File: config.mk
export PLATFORM = sky130hd
export DESIGN_NAME = dmac_ahb_master_if_flat
export DESIGN_NICKNAME = d
export VERILOG_FILES = /design/src/rtl/dmac_ahb_master_if_if.sv /design/src/rtl/dmac_ahb_master_if.sv /design/src/flat_wrapper.sv
export SDC_FILE = /design/constraint.sdc
export NUM_CORES = 1
export LEC_CHECK = 0
export BUFFER_PORTS_ARGS = -buffer_cell sky130_fd_sc_hd__buf_2
export CELL_PAD_IN_SITES_DETAIL_PLACEMENT = 1
export CELL_PAD_IN_SITES_GLOBAL_PLACEMENT = 2
export CORE_UTILIZATION = 29
export DETAILED_ROUTE_END_ITERATION = 8
export PLACE_DENSITY = 0.83
export SLEW_MARGIN = 20
export SYNTH_ARGS = -nofsm -noshare
export SYNTH_HDL_FRONTEND = slang
export SYNTH_SLANG_ARGS = --single-unit
File: constraint.sdc
create_clock -name clk -period 4.98 [get_ports clk]
set_input_delay 0.249 -clock clk [delete_from_list [all_inputs] [get_ports clk]]
set_output_delay 0.249 -clock clk [all_outputs]
set_load 0.01 [all_outputs]
File: src/rtl/dmac_ahb_master_if_if.sv
// Request, FIFO, status and AHB-Lite bus bundle for the DMA master port.
// The master modport is the DMA side; the slave modport is the bus/channel side.
interface dmac_ahb_master_if_if #(
  parameter int ADDR_W = 32,
  parameter int DATA_W = 32
);
  logic              req_valid;
  logic              req_ready;
  logic              req_write;
  logic [ADDR_W-1:0] req_addr;
  logic [4:0]        req_beats;
  logic [1:0]        req_size;
  logic [DATA_W-1:0] wdata;
  logic              wdata_valid;
  logic              wdata_pop;
  logic [DATA_W-1:0] rdata;
  logic              rdata_valid;
  logic              done;
  logic              error;
  logic              busy;
  logic [ADDR_W-1:0] HADDR;
  logic [1:0]        HTRANS;
  logic              HWRITE;
  logic [2:0]        HSIZE;
  logic [2:0]        HBURST;
  logic [DATA_W-1:0] HWDATA;
  logic [DATA_W-1:0] HRDATA;
  logic              HREADY;
  logic              HRESP;

  modport master (
    input  req_valid, req_write, req_addr, req_beats, req_size,
    input  wdata, wdata_valid, HRDATA, HREADY, HRESP,
    output req_ready, wdata_pop, rdata, rdata_valid,
    output done, error, busy,
    output HADDR, HTRANS, HWRITE, HSIZE, HBURST, HWDATA
  );

  modport slave (
    output req_valid, req_write, req_addr, req_beats, req_size,
    output wdata, wdata_valid, HRDATA, HREADY, HRESP,
    input  req_ready, wdata_pop, rdata, rdata_valid,
    input  done, error, busy,
    input  HADDR, HTRANS, HWRITE, HSIZE, HBURST, HWDATA
  );
endinterface

File: src/rtl/dmac_ahb_master_if.sv
// AHB-Lite burst master for the DMA channel datapath.
// Define DMAC_AHB_BUSY_EN to insert HTRANS=BUSY while the write FIFO is empty.
module dmac_ahb_master_if #(
  parameter int MAX_BEATS = 16,
  parameter int ADDR_W    = 32,
  parameter int DATA_W    = 32
) (
  input  logic clk,
  input  logic rst,
  dmac_ahb_master_if_if.master bus
);

  typedef enum logic [1:0] {
    S_IDLE,
    S_ADDR,
    S_DATA,
    S_ERR
  } state_t;

  localparam logic [1:0] T_IDLE = 2'b00;
  localparam logic [1:0] T_NSEQ = 2'b10;
  localparam logic [1:0] T_SEQ  = 2'b11;
  localparam int         BW     = $clog2(MAX_BEATS + 1);

  state_t            state;
  logic [ADDR_W-1:0] haddr;
  logic [1:0]        htrans;
  logic              hwrite;
  logic [1:0]        hsize;
  logic [2:0]        hburst;
  logic [DATA_W-1:0] hwdata;
  logic [BW-1:0]     left;
  logic              dphase;
  logic              done_q;
  logic              error_q;

  logic [4:0]        beats_c;
  logic [2:0]        burst_c;
  logic [ADDR_W-1:0] inc;
  logic              accept;
  logic              aphase;
  logic              hold;
  logic [1:0]        hold_trans;
  logic              err1;
  logic              go;

  always_comb begin
    beats_c = bus.req_beats;
    if (beats_c == 5'd0)
      beats_c = 5'd1;
    else if (int'(beats_c) > MAX_BEATS)
      beats_c = 5'(MAX_BEATS);
  end

  always_comb begin
    unique case (beats_c)
      5'd1:    burst_c = 3'b000;
      5'd4:    burst_c = 3'b011;
      5'd8:    burst_c = 3'b101;
      5'd16:   burst_c = 3'b111;
      default: burst_c = 3'b001;
    endcase
  end

  assign inc    = ADDR_W'(1) << hsize;
  assign aphase = (state == S_ADDR);
  assign err1   = dphase && bus.HRESP && !bus.HREADY;

`ifdef DMAC_AHB_BUSY_EN
  localparam logic [1:0] T_BUSY = 2'b01;
  // An empty FIFO stalls the address phase: IDLE before the first beat, BUSY after.
  assign hold       = hwrite && !bus.wdata_valid && aphase;
  assign hold_trans = (htrans == T_NSEQ) ? T_IDLE : T_BUSY;
`else
  assign hold       = 1'b0;
  assign hold_trans = T_IDLE;
`endif

  assign go     = aphase && !hold && !err1 && bus.HREADY;
  assign accept = bus.req_valid && bus.req_ready;

  always_ff @(posedge clk or posedge rst) begin
    if (rst) begin
      state   <= S_IDLE;
      haddr   <= '0;
      htrans  <= T_IDLE;
      hwrite  <= 1'b0;
      hsize   <= 2'b00;
      hburst  <= 3'b000;
      hwdata  <= '0;
      left    <= '0;
      dphase  <= 1'b0;
      done_q  <= 1'b0;
      error_q <= 1'b0;
    end else begin
      done_q  <= 1'b0;
      error_q <= 1'b0;
      unique case (state)
        S_IDLE: begin
          if (accept) begin
            state  <= S_ADDR;
            haddr  <= bus.req_addr;
            htrans <= T_NSEQ;
            hwrite <= bus.req_write;
            hsize  <= bus.req_size;
            hburst <= burst_c;
            left   <= BW'(beats_c - 5'd1);
            dphase <= 1'b0;
          end
        end
        S_ADDR: begin
          if (err1) begin
            htrans <= T_IDLE;
            dphase <= 1'b0;
            state  <= S_ERR;
          end else if (bus.HREADY) begin
            dphase <= go;
            if (go) begin
              if (hwrite)
                hwdata <= bus.wdata;
              if (left == '0) begin
                htrans <= T_IDLE;
                state  <= S_DATA;
              end else begin
                haddr  <= haddr + inc;
                htrans <= T_SEQ;
                left   <= left - BW'(1);
              end
            end
          end
        end
        S_DATA: begin
          if (err1) begin
            dphase <= 1'b0;
            state  <= S_ERR;
          end else if (bus.HREADY) begin
            dphase <= 1'b0;
            done_q <= 1'b1;
            state  <= S_IDLE;
          end
        end
        S_ERR: begin
          if (bus.HREADY) begin
            error_q <= 1'b1;
            state   <= S_IDLE;
          end
        end
      endcase
    end
  end

  // First error cycle cancels the pending beat in the same cycle.
  always_comb begin
    bus.HTRANS = htrans;
    if (err1)
      bus.HTRANS = T_IDLE;
    else if (hold)
      bus.HTRANS = hold_trans;
  end

  assign bus.req_ready   = (state == S_IDLE) && !done_q && !error_q;
  assign bus.busy        = (state != S_IDLE);
  assign bus.done        = done_q;
  assign bus.error       = error_q;
  assign bus.wdata_pop   = hwrite && go;
  assign bus.rdata       = bus.HRDATA;
  assign bus.rdata_valid = !hwrite && dphase && bus.HREADY && !bus.HRESP;
  assign bus.HADDR       = haddr;
  assign bus.HWRITE      = hwrite;
  assign bus.HSIZE       = {1'b0, hsize};
  assign bus.HBURST      = hburst;
  assign bus.HWDATA      = hwdata;

endmodule

File: src/flat_wrapper.sv
// flat-port wrapper written by rule: the top's interface ports become plain ports
module dmac_ahb_master_if_flat 
#(
  parameter int MAX_BEATS = 16,
  parameter int ADDR_W    = 32,
  parameter int DATA_W    = 32
)
  (clk, rst, bus_req_valid, bus_req_write, bus_req_addr, bus_req_beats, bus_req_size, bus_wdata, bus_wdata_valid, bus_HRDATA, bus_HREADY, bus_HRESP, bus_req_ready, bus_wdata_pop, bus_rdata, bus_rdata_valid, bus_done, bus_error, bus_busy, bus_HADDR, bus_HTRANS, bus_HWRITE, bus_HSIZE, bus_HBURST, bus_HWDATA);
  dmac_ahb_master_if_if #(.ADDR_W(ADDR_W), .DATA_W(DATA_W)) bus_i ();
  input  logic clk;
  input  logic rst;
  input wire logic [$bits(bus_i.req_valid)-1:0] bus_req_valid;
  input wire logic [$bits(bus_i.req_write)-1:0] bus_req_write;
  input wire logic [$bits(bus_i.req_addr)-1:0] bus_req_addr;
  input wire logic [$bits(bus_i.req_beats)-1:0] bus_req_beats;
  input wire logic [$bits(bus_i.req_size)-1:0] bus_req_size;
  input wire logic [$bits(bus_i.wdata)-1:0] bus_wdata;
  input wire logic [$bits(bus_i.wdata_valid)-1:0] bus_wdata_valid;
  input wire logic [$bits(bus_i.HRDATA)-1:0] bus_HRDATA;
  input wire logic [$bits(bus_i.HREADY)-1:0] bus_HREADY;
  input wire logic [$bits(bus_i.HRESP)-1:0] bus_HRESP;
  output wire logic [$bits(bus_i.req_ready)-1:0] bus_req_ready;
  output wire logic [$bits(bus_i.wdata_pop)-1:0] bus_wdata_pop;
  output wire logic [$bits(bus_i.rdata)-1:0] bus_rdata;
  output wire logic [$bits(bus_i.rdata_valid)-1:0] bus_rdata_valid;
  output wire logic [$bits(bus_i.done)-1:0] bus_done;
  output wire logic [$bits(bus_i.error)-1:0] bus_error;
  output wire logic [$bits(bus_i.busy)-1:0] bus_busy;
  output wire logic [$bits(bus_i.HADDR)-1:0] bus_HADDR;
  output wire logic [$bits(bus_i.HTRANS)-1:0] bus_HTRANS;
  output wire logic [$bits(bus_i.HWRITE)-1:0] bus_HWRITE;
  output wire logic [$bits(bus_i.HSIZE)-1:0] bus_HSIZE;
  output wire logic [$bits(bus_i.HBURST)-1:0] bus_HBURST;
  output wire logic [$bits(bus_i.HWDATA)-1:0] bus_HWDATA;
  assign bus_i.req_valid = bus_req_valid;
  assign bus_i.req_write = bus_req_write;
  assign bus_i.req_addr = bus_req_addr;
  assign bus_i.req_beats = bus_req_beats;
  assign bus_i.req_size = bus_req_size;
  assign bus_i.wdata = bus_wdata;
  assign bus_i.wdata_valid = bus_wdata_valid;
  assign bus_i.HRDATA = bus_HRDATA;
  assign bus_i.HREADY = bus_HREADY;
  assign bus_i.HRESP = bus_HRESP;
  assign bus_req_ready = bus_i.req_ready;
  assign bus_wdata_pop = bus_i.wdata_pop;
  assign bus_rdata = bus_i.rdata;
  assign bus_rdata_valid = bus_i.rdata_valid;
  assign bus_done = bus_i.done;
  assign bus_error = bus_i.error;
  assign bus_busy = bus_i.busy;
  assign bus_HADDR = bus_i.HADDR;
  assign bus_HTRANS = bus_i.HTRANS;
  assign bus_HWRITE = bus_i.HWRITE;
  assign bus_HSIZE = bus_i.HSIZE;
  assign bus_HBURST = bus_i.HBURST;
  assign bus_HWDATA = bus_i.HWDATA;
  dmac_ahb_master_if #(.MAX_BEATS(MAX_BEATS), .ADDR_W(ADDR_W), .DATA_W(DATA_W)) u_core (.clk(clk), .rst(rst), .bus(bus_i));
endmodule
==> results of run 1 <==
==> sequential cells by signal, summed over array words and instances (netlist names) <==
register and flops:
u_core.bus.done 1, u_core.bus.HWRITE 1, u_core.bus.HADDR 32, u_core.hsize 2
u_core.htrans 2, u_core.dphase 1, u_core.bus.HWDATA 32, u_core.bus.HBURST 3
u_core.bus.error 1, u_core.left 5, u_core.state 2
==> cells in the mapped netlist (all sizes together), types with 4 or more instances <==
cell	n
clkbuf	15
buf	46
nand2b	6
a31oi	6
mux2	33
o211ai	4
nand2	42
a21oi	27
dfrtp	82
nor3	10
nor2	24
nand4	8
inv	10
nand3	22
ha	8
and2	7
a211oi	4
and4	6
o2bb2a	4
nor2b	6
and3	7
a311oi	7
o21ai	23
a2bb2oi	4
o22ai	15
==> worst paths after layout <==
kind	depth (start not counted)	to	slack [ns]
max	8	u_core.bus.HADDR[28]	2.39
min	3	u_core.bus.HWRITE	0.11
max reg2reg	8	u_core.bus.HADDR[28]	2.39
min reg2reg	2	u_core.bus.HBURST[2]	0.48
max in group asynchronous	3	u_core.bus.HADDR[4]	4.32
min in group asynchronous	3	u_core.bus.HADDR[2]	0.12
==> metal layers <==
layer  vias to the layer above  track usage, %
met1                      2011            22.4
met5                         -               0
met4                         0            7.27
met3                        22            3.92
li1                       1891               -
met2                       138            31.1
==> worst max-delay path: cells and delay by family (launching register included) <==
kind | cells | cell delay, ns
AND/OR/NAND/NOR | 4 | 0.99
adder cells (fa/ha/maj) | 2 | 0.61
flip-flops | 1 | 0.45
AO/OA/AOI/OAI | 2 | 0.37
==> cell type report <==
type	instances	area share [%]
Timing Repair Buffer	159	14.3
Clock inverter	6	1.61
Clock buffer	10	4.04
Sequential cell	82	36.2
Multi-Input combinational cell	315	38.4
Tap cell	211	4.66
Inverter	10	0.685
==> cell families after synthesis <==
family          count (synthesis)
simple gates                  153
buf+inv                        71
mux                            33
xor+xnor                        3
fa+ha+maj                       9
compound gates                116
other cells                     1
flops                          82
==> power groups by stage <==
stage,Combinational (mW),Clock [mW],Sequential (mW)
floorplan,1.06,0,1.35
global route,1.95,0.775,1.36
detailed placement,1.78,0,1.32
CTS,1.79,0.746,1.31
finish,1.76,0.727,1.31
global placement,1.70,0,1.28
==> impl_metrics.py, run 1 <==
metrics = {
    "run_status": {
        "status": "complete, no violations",
    },
    "floorplanning": {
        "core_area_um2": 15400,
        "die_height_um": 128,
        "die-area_um2": 16400,
        "num_rows": 45,
        "start_util_pct": 30.1,
        "die_w_um": 128,
        "ios": 221,
    },
    "cells_and_area": {
        "stdcell_count": 793,
        "multiInputGateArea_um2": 2180,
        "final_common_cell": "buf_2",
        "final_cell_mix": "buf_2, dfrtp_1, nand2_1",
        "antenna_cells": 0,
        "fin_nets": 696,
        "drive_above_1_share_pct": 39.0,
        "fill_cells": 1816,
        "regArea_um2": 2050,
        "utilization_pct": 36.8,
        "area_growth_pct": 22.6,
        "design_area_um2": 5660,
    },
    "setup_path": {
        "slowest_stage": "dfrtp_1",
        "crit_path_end_kind": "flip-flop",
        "critPathLaunchType": "flip-flop",
        "required_ns": 5.16,
        "arrival_ns": 2.78,
        "cp_slowest_stage_delay_ns": 0.45,
        "path_cells": "nor2_1 -> ha_1 -> fa_1 -> and3_1 -> nor2_1 -> nor3_1 -> a311oi_1 -> a311oi_1",
        "cp-startpoint": "u_core.hsize[0]",
        "timing.rr.start": "u_core.hsize[0]",
        "setup.worst_path.class": "reg -> reg",
        "cp_max_fo": 6,
    },
    "route": {
        "drc": 0,
        "drt-total-wl_um": 14700,
        "drt-pass1-iter-count": 4,
        "wl_met1_um": 6310,
        "num_vias": 4062,
        "wl_met2_um": 7270,
        "wl_per_cell_um": 18.6,
        "route.met3.wl_um": 891,
        "vias_per_cell": 5.12,
        "antenna_left": 0,
        "drtIter0Drc": 147,
        "highest_layer": "met4",
    },
    "power_and_ir_drop": {
        "power_leakage_nw": 2.59,
        "power.internal_mw": 2.18,
        "clkPwrFrac_pct": 19.1,
        "p_per_area_nw_per_um2": 671,
        "ir_worst_vdd_mv": 0.203,
        "seq_power_share_pct": 34.4,
        "switchingPower_mw": 1.62,
        "p_comb_share_pct": 46.4,
        "switching_share_pct": 42.7,
        "design_power_total_mw": 3.80,
    },
    "global_route": {
        "grt_max_degree": 83,
        "gr-total-overflow": 0,
        "grt_pass1_vias": 4203,
        "antenna_found_initial": 0,
        "track_usage_pct": 18.3,
        "grt_pass1_wl_um": 23000,
    },
    "clocking": {
        "cts_tree": "done",
        "cts_setup_buffers": 0,
        "clockBufferDepth": 2,
        "numCtsBuffers": 9,
        "clk_latency_ns": 0.34,
        "cts_resized": 0,
        "clock_sinks": 82,
        "clock-root-buffer": "clkbuf_16",
        "ctsHtreeMaxLevel": 3,
        "clk_pin_slew_worst_paths_ns": 0.06,
        "ctsHoldBuffers": 0,
    },
    "synthesis": {
        "synth_top_family_by_area": "simple AND/OR/NAND/NOR gates",
        "seq_area_frac_synth_pct": 44.4,
        "syn-num-nets": 587,
        "syn-instance-count": 468,
        "async_reset_ff_share_pct": 100,
        "ys_warn_count": 0,
        "synthSimpleGateAreaFrac_pct": 18.5,
        "synth_edf_count": 0,
        "synth_top_cells_by_area": "dfrtp_1, mux2_2, buf_4, nand2_1, a21oi_1",
        "synth_top_cell_area_share_pct": 44.4,
        "ys_ff_latch": 82,
        "synthAdderAreaFrac_pct": 2.60,
        "synth.largest_area_cell": "dfrtp_1",
        "synth_compound_area_share_pct": 16.9,
        "synth_xor_area_share_pct": 0.569,
        "synth-main-ff-cell": "dfrtp_1",
        "synth.area.mux_share_pct": 8.04,
        "syn_area_per_cell_um2": 9.87,
        "synth_cell_types": 61,
        "syn-cell-area_um2": 4620,
    },
    "sta": {
        "final.period_utilization_pct": 52.1,
        "period_needed_ns": 2.59,
        "finalClockSkew_ns": 0.00455,
        "rsz0062_at_grt": "no",
        "hold_slack_ns": 0.106,
        "slew_viol_final": 0,
        "max_freq_mhz": 386,
        "setup-violations-final": 0,
        "worstMarginPinSlew_ns": 1.06,
        "finalSetupTns_ns": 0,
        "worst_slack_ns": 2.39,
        "hold_violations": 0,
        "timing.slew.headroom_pct": 29.5,
    },
    "flow_run": {
        "max_cap_viol_count": 0,
    },
    "place": {
        "routabilityCongestion": 0.788,
        "placed_cells": 777,
        "post-place-ws_ns": 2.41,
        "hpwl_um": 10600,
        "io_buffers": 154,
        "placed_area_um2": 5340,
    },
    "worst_hold_path": {
        "holdCritPathClass": "in -> reg",
        "min-delay-start": "bus_req_write",
    },
}
(Power assumes the default switching activity.)
==> run 2, diff against run 1 <==
Settings changed: ABC_AREA from default to 1, CORE_UTILIZATION 29 to 25, PLACE_DENSITY 0.83 to 0.78.
Clock period 4.98 ns to 2.6 ns, I/O delays scaled along.
==> impl_metrics.py, run 2 <==
metrics = {
    "cells_and_area": {
        "final_common_cell": "nand2_1",
        "final_cell_mix": "nand2_1, buf_2, nor2_1",
        "fin_nets": 1018,
        "drive_above_1_share_pct": 21.9,
        "utilization_pct": 32.7,
        "area_growth_pct": 28.5,
        "stdcell_count": 1176,
    },
    "route": {
        "wl_per_cell_um": 14.2,
        "highest_layer": "met5",
        "drtIter0Drc": 112,
        "route.met3.wl_um": 1290,
        "num_vias": 5210,
        "drt-total-wl_um": 16700,
        "vias_per_cell": 4.43,
        "antenna_left": 0,
        "wl_met2_um": 7770,
        "drt-pass1-iter-count": 6,
        "wl_met1_um": 7390,
        "drc": 0,
    },
    "sta": {
        "max_freq_mhz": 477,
        "period_needed_ns": 2.10,
        "worst_slack_ns": 0.504,
        "rsz0062_at_grt": "no",
        "timing.slew.headroom_pct": 61.8,
        "final.period_utilization_pct": 80.6,
        "worstMarginPinSlew_ns": 0.572,
        "setup-violations-final": 0,
        "finalClockSkew_ns": 0.00670,
        "finalSetupTns_ns": 0,
        "hold_violations": 0,
        "slew_viol_final": 0,
    },
    "run_status": {
        "status": "complete, no violations",
    },
    "floorplanning": {
        "num_rows": 52,
        "die_height_um": 146,
        "start_util_pct": 25.5,
        "die-area_um2": 21200,
        "ios": 221,
        "core_area_um2": 20200,
        "die_w_um": 146,
    },
    "synthesis": {
        "synth-main-ff-cell": "dfrtp_1",
        "synth.most_common_cell": "nand2_1",
        "syn-cell-area_um2": 5150,
        "synth_cell_types": 40,
        "synth_top_cells_by_area": "dfrtp_1, nand2_1, nor2_1, buf_4, nand3_1",
        "seq_area_frac_synth_pct": 39.8,
        "syn-instance-count": 751,
        "syn-num-nets": 870,
        "synth_top_cell_area_share_pct": 39.8,
        "ys_ff_latch": 82,
        "synth_edf_count": 0,
        "syn_area_per_cell_um2": 6.86,
        "ys_warn_count": 0,
        "synth.largest_area_cell": "dfrtp_1",
        "yosys-top-cells-count": "nand2_1, nor2_1, dfrtp_1",
        "async_reset_ff_share_pct": 100,
    },
    "setup_path": {
        "path_cells": "nor2_1 -> ha_1 -> fa_1 -> nand2_1 -> nand2_1 -> nand2_1 -> nor2_2 -> nand2_1 -> a21oi_1 -> o21ai_1 -> nand2_1 -> nand2_1",
        "reg2reg_setup_slack_ns": 0.50,
        "cp_slowest_stage_delay_ns": 0.41,
        "slowest_stage": "dfrtp_1",
        "reg2reg_to": "u_core.bus.HADDR[18]",
        "cp_common_cell": "nand2_1",
        "timing.rr.start": "u_core.hsize[0]",
        "arrival_ns": 2.33,
        "required_ns": 2.84,
        "crit_path_end_kind": "flip-flop",
        "ff2ff_path_depth": 12,
        "setup.worst_path.class": "reg -> reg",
        "cp_max_fo": 5,
        "critPathLaunchType": "flip-flop",
    },
    "worst_hold_path": {
        "holdPathEnd": "u_core.bus.HWDATA[9]",
        "min-delay-start": "bus_wdata[9]",
        "holdCritPathClass": "in -> reg",
        "hold_depth": 3,
    },
    "place": {
        "placed_cells": 1124,
        "io_buffers": 154,
        "routabilityCongestion": 0.807,
        "hpwl_um": 11700,
        "post-place-ws_ns": 0.500,
    },
    "global_route": {
        "track_usage_pct": 16.5,
        "grt_pass1_wl_um": 27900,
        "gr-total-overflow": 0,
        "antenna_found_initial": 2,
        "grt_max_degree": 83,
        "grt_pass1_vias": 5484,
    },
    "power_and_ir_drop": {
        "ir_worst_vdd_mv": 0.404,
        "p_per_area_nw_per_um2": 1210,
        "p_comb_share_pct": 50.3,
        "switching_share_pct": 46.5,
        "seq_power_share_pct": 31.3,
        "power_leakage_nw": 3.49,
        "design_power_total_mw": 8.03,
        "power.internal_mw": 4.30,
        "switchingPower_mw": 3.73,
        "clkPwrFrac_pct": 18.3,
    },
    "clocking": {
        "clk_pin_slew_worst_paths_ns": 0.07,
        "clock-root-buffer": "clkbuf_16",
        "clk_latency_ns": 0.34,
        "cts_resized": 0,
        "cts_tree": "done",
        "clockBufferDepth": 2,
        "numCtsBuffers": 9,
        "ctsHtreeMaxLevel": 3,
        "clock_sinks": 82,
    },
    "flow_run": {
        "max_cap_viol_count": 0,
    },
}
[run 2: cell count changes after synthesis, moves of 14 or more]
cell and delta:
inv_1 +45, o22ai_1 -14, nand2_1 +254, mux2_2 -33, nor2_1 +71, nand3_1 +24
[run 2: worst max-delay path by stage]
stage / cells past startpoint / start / slack [ns] / end
6_report: 12 / u_core.hsize[0] / 0.50 / u_core.bus.HADDR[18]
5_1_grt: 12 / u_core.hsize[1] / 0.25 / u_core.bus.HADDR[13]
4_1_cts: 12 / u_core.hsize[0] / 0.48 / u_core.bus.HADDR[18]
3_5_place_dp: 12 / u_core.hsize[0] / 0.50 / u_core.bus.HADDR[18]
3_3_place_gp: 13 / u_core.hsize[0] / 0.51 / u_core.bus.HADDR[13]
2_1_floorplan: 1 / rst / 0.36 / u_core.bus.HADDR[0]
[run 2: through the flow]
step           hold slack [ns]  area, µm²
2_1_floorplan            0.240       5150
3_3_place_gp             0.260       5940
3_5_place_dp             0.260       5940
4_1_cts                0.00592       6620
5_1_grt                 0.0320       6620
6_report                0.0110       6620
[run 2: layer usage]
layer | vias to the layer above | GRT usage, %
met3 | 15 | 5.74
met5 | - | 0
met1 | 2432 | 20.1
met2 | 137 | 27.5
li1 | 2624 | -
met4 | 2 | 4.42
[run 2: what timing repair did]
item,CTS,global route
hold buffers,34,0
setup endpoints to repair,0,0
buffers inserted,0,0
hold endpoints to repair,115,0
[run 2: area by class of cell]
type / instances / area [µm²]
multi-input cells: 551 / 2480
fillers: 2574 / 13600
clock inverters: 4 / 72.6
diodes: 2 / 5.00
clock buffers: 12 / 267
flip-flops and latches: 82 / 2050
inverters: 61 / 230
well taps: 270 / 338
repair buffers: 194 / 1180
[run 2: critical path, delay by kind of cell (launching register included)]
family | cells | cell delay [ns]
AOI/OAI and AO/OA | 2 | 0.24
DFF | 1 | 0.41
and+or+nand+nor | 8 | 0.91
adders and majority gates | 2 | 0.43
[run 2: kinds of logic after synthesis]
logic type | count (synthesis) | synth area share, %
buffers and inverters | 118 | 12.1
flip-flops | 82 | 39.8
AND/OR/NAND/NOR | 473 | 37.8
XOR/XNOR | 4 | 0.680
adder cells (fa/ha/maj) | 9 | 2.33
AO/OA/AOI/OAI | 64 | 7.24
other | 1 | 0.0728
[run 2: power groups by stage]
| stage | sequential (mW) | clock (mW) | combinational [mW] |
|---|---|---|---|
| global placement | 2.53 | 0 | 4.01 |
| detailed placement | 2.54 | 0 | 4.07 |
| floorplan | 2.61 | 0 | 2.61 |
| global route | 2.63 | 1.58 | 4.66 |
| finish | 2.52 | 1.47 | 4.04 |
| CTS | 2.53 | 1.53 | 4.11 |
==> run 3, diff against run 2 <==
Settings changed: ABC_AREA 1 to 0, CORE_UTILIZATION 25 to 24, PLACE_DENSITY 0.78 to 0.73.
Clock period 2.6 ns to 1.78 ns, I/O delays scaled along.
==> impl_metrics.py, run 3 (synthesis results as in run 1) <==
metrics = {
    "sta": {
        "hold_slack_ns": 0.00885,
        "rsz0062_at_grt": "yes",
        "finalClockSkew_ns": 0.00906,
        "period_needed_ns": 2.05,
        "timing.slew.headroom_pct": 55.5,
        "slew_viol_final": 0,
        "hold_violations": 0,
        "final.period_utilization_pct": 115,
        "worst_slack_ns": -0.269,
        "worstMarginPinSlew_ns": 0.666,
        "setup-violations-final": 28,
        "max_freq_mhz": 488,
    },
    "power_and_ir_drop": {
        "power.internal_mw": 8.09,
        "switching_share_pct": 40.4,
        "p_per_area_nw_per_um2": 1830,
        "power_leakage_nw": 3.38,
        "seq_power_share_pct": 25.7,
        "clkPwrFrac_pct": 16.1,
        "p_comb_share_pct": 58.2,
        "switchingPower_mw": 5.49,
        "ir_worst_vdd_mv": 0.601,
    },
    "clocking": {
        "ctsHtreeMaxLevel": 3,
        "clk_pin_slew_worst_paths_ns": 0.06,
        "numCtsBuffers": 9,
        "clock_sinks": 82,
        "clockBufferDepth": 2,
        "cts_tree": "done",
        "clock-root-buffer": "clkbuf_16",
        "clk_latency_ns": 0.35,
    },
    "cells_and_area": {
        "regArea_um2": 2060,
        "multiInputGateArea_um2": 2550,
        "antenna_cells": 0,
        "fin_nets": 832,
        "area_growth_pct": 60.8,
        "final_common_cell": "buf_2",
        "final_cell_mix": "buf_2, dfrtp_1, buf_4",
        "drive_above_1_share_pct": 53.1,
        "fill_cells": 2104,
    },
    "floorplanning": {
        "num_rows": 50,
        "die_height_um": 141,
        "ios": 221,
        "die-area_um2": 19800,
        "core_area_um2": 18800,
        "start_util_pct": 24.6,
        "die_w_um": 141,
    },
    "global_route": {
        "met3_usage_pct": 3.09,
        "top_usage_layer": "met2",
        "use_met1_pct": 22.0,
        "grt_pass1_vias": 5063,
        "gr-total-overflow": 0,
        "met2_usage_pct": 31.1,
        "grt_max_degree": 35,
        "track_usage_pct": 18.1,
        "antenna_found_initial": 0,
        "grt_pass1_wl_um": 27600,
    },
    "setup_path": {
        "required_ns": 2.01,
        "path_cells": "buf_6 -> nor2b_4 -> ha_4 -> a21o_1 -> a31o_4 -> and4_4 -> a311oi_2 -> a21oi_1",
        "critPathLaunchType": "flip-flop",
        "cp_slowest_stage_delay_ns": 0.44,
        "slowest_stage": "dfrtp_2",
        "critical_path_buf_inv_count": 1,
        "crit_family": "compound AO/OA/AOI/OAI gates",
        "arrival_ns": 2.28,
        "cp_max_fo": 7,
        "crit_path_end_kind": "flip-flop",
        "setup.worst_path.class": "reg -> reg",
    },
    "run_status": {
        "violations": "negative setup slack",
        "status": "complete, but fails checks",
    },
    "place": {
        "routabilityCongestion": 0.814,
        "io_buffers": 154,
        "post-place-ws_ns": -0.376,
        "hpwl_um": 12300,
    },
    "worst_hold_path": {
        "holdCritPathClass": "in -> reg",
    },
    "route": {
        "drtIter0Drc": 223,
        "drc": 0,
        "drt-total-wl_um": 17800,
        "antenna_left": 0,
        "wl_per_cell_um": 18.7,
        "drt-pass1-iter-count": 4,
        "num_vias": 4667,
        "vias_per_cell": 4.90,
    },
    "flow_run": {
        "max_cap_viol_count": 0,
    },
}
-- run 3: changes by cell type in the layout (fill, tap and decap cells not counted), sizes merged, moves of 7 or more --
cell    previous run  this run
nand2            299        42
buf              160       252
nor2              99        24
inv               60        10
mux2               0        33
nand3             45        22
o22ai              1        15
a21oi             19        27
a311oi             0         7
and3               0         7
o21ai             30        23
-- run 3: power groups by stage --
stage	Clock, mW	Sequential, mW	Combinational (mW)
after floorplan	0	3.82	3.18
after global placement	0	3.40	6.52
after detailed placement	0	3.47	6.71
after CTS	2.27	3.45	7.35
after global routing	2.34	3.60	8.57
final	2.19	3.48	7.90
-- run 3: final timing paths --
check	to	start	cells after the start	slack, ns
setup / recovery	u_core.bus.HADDR[19]	u_core.hsize[1]	8	-0.27
hold / removal	u_core.bus.HADDR[25]	bus_req_addr[25]	3	0.009
setup reg to reg	u_core.bus.HADDR[19]	u_core.hsize[1]	8	-0.27
hold reg to reg	u_core.bus.HBURST[1]	u_core.bus.HBURST[1]	2	0.48
max in group asynchronous	u_core.state[0]	rst	4	0.82
min in group asynchronous	u_core.bus.HADDR[2]	rst	3	0.38
-- run 3: what timing repair did --
item | in CTS | in global routing
endpoints found under the hold margin | 61 | 0
setup endpoints to repair | 35 | 38
buffers inserted | 6 | 18
pin swaps | 15 | 21
hold buffers | 40 | 0
cloned | 2 | 1
gates resized for setup | 37 | 40
-- run 3: routing by layer --
metal / vias up / wire [µm] / part of all wire (%)
met5: - / 0 / 0
met4: 0 / 486 / 2.7
met3: 46 / 859 / 4.8
met2: 167 / 8890 / 50
met1: 2280 / 7580 / 43
li1: 2174 / - / -
-- run 3: stage by stage --
stage	total power, mW	area (µm²)	instances	TNS [ns]	utilization [%]
after floorplan	7.00	4730	468	-3.18	-
after global placement	9.92	6100	869	-4.62	32.5
after detailed placement	10.2	6100	869	-6.49	32.5
after CTS	13.1	7100	933	-5.53	37.8
after global routing	14.5	7430	952	-7.80	39.6
final	13.6	7430	952	-4.98	39.6
-- run 3: cell type report --
type	instances	share of cell area [%]
repair buffers	294	28.9
clock buffers	10	3.08
well taps	234	3.94
inverters	10	0.556
multi-input cells	316	34.3
flip-flops and latches	82	27.7
clock inverters	6	1.53
-- run 3: tightest hold or removal path: stages --
cell and delay [ns]:
buf_2 0.08, a22oi_1 0.07, nand3_1 0.08
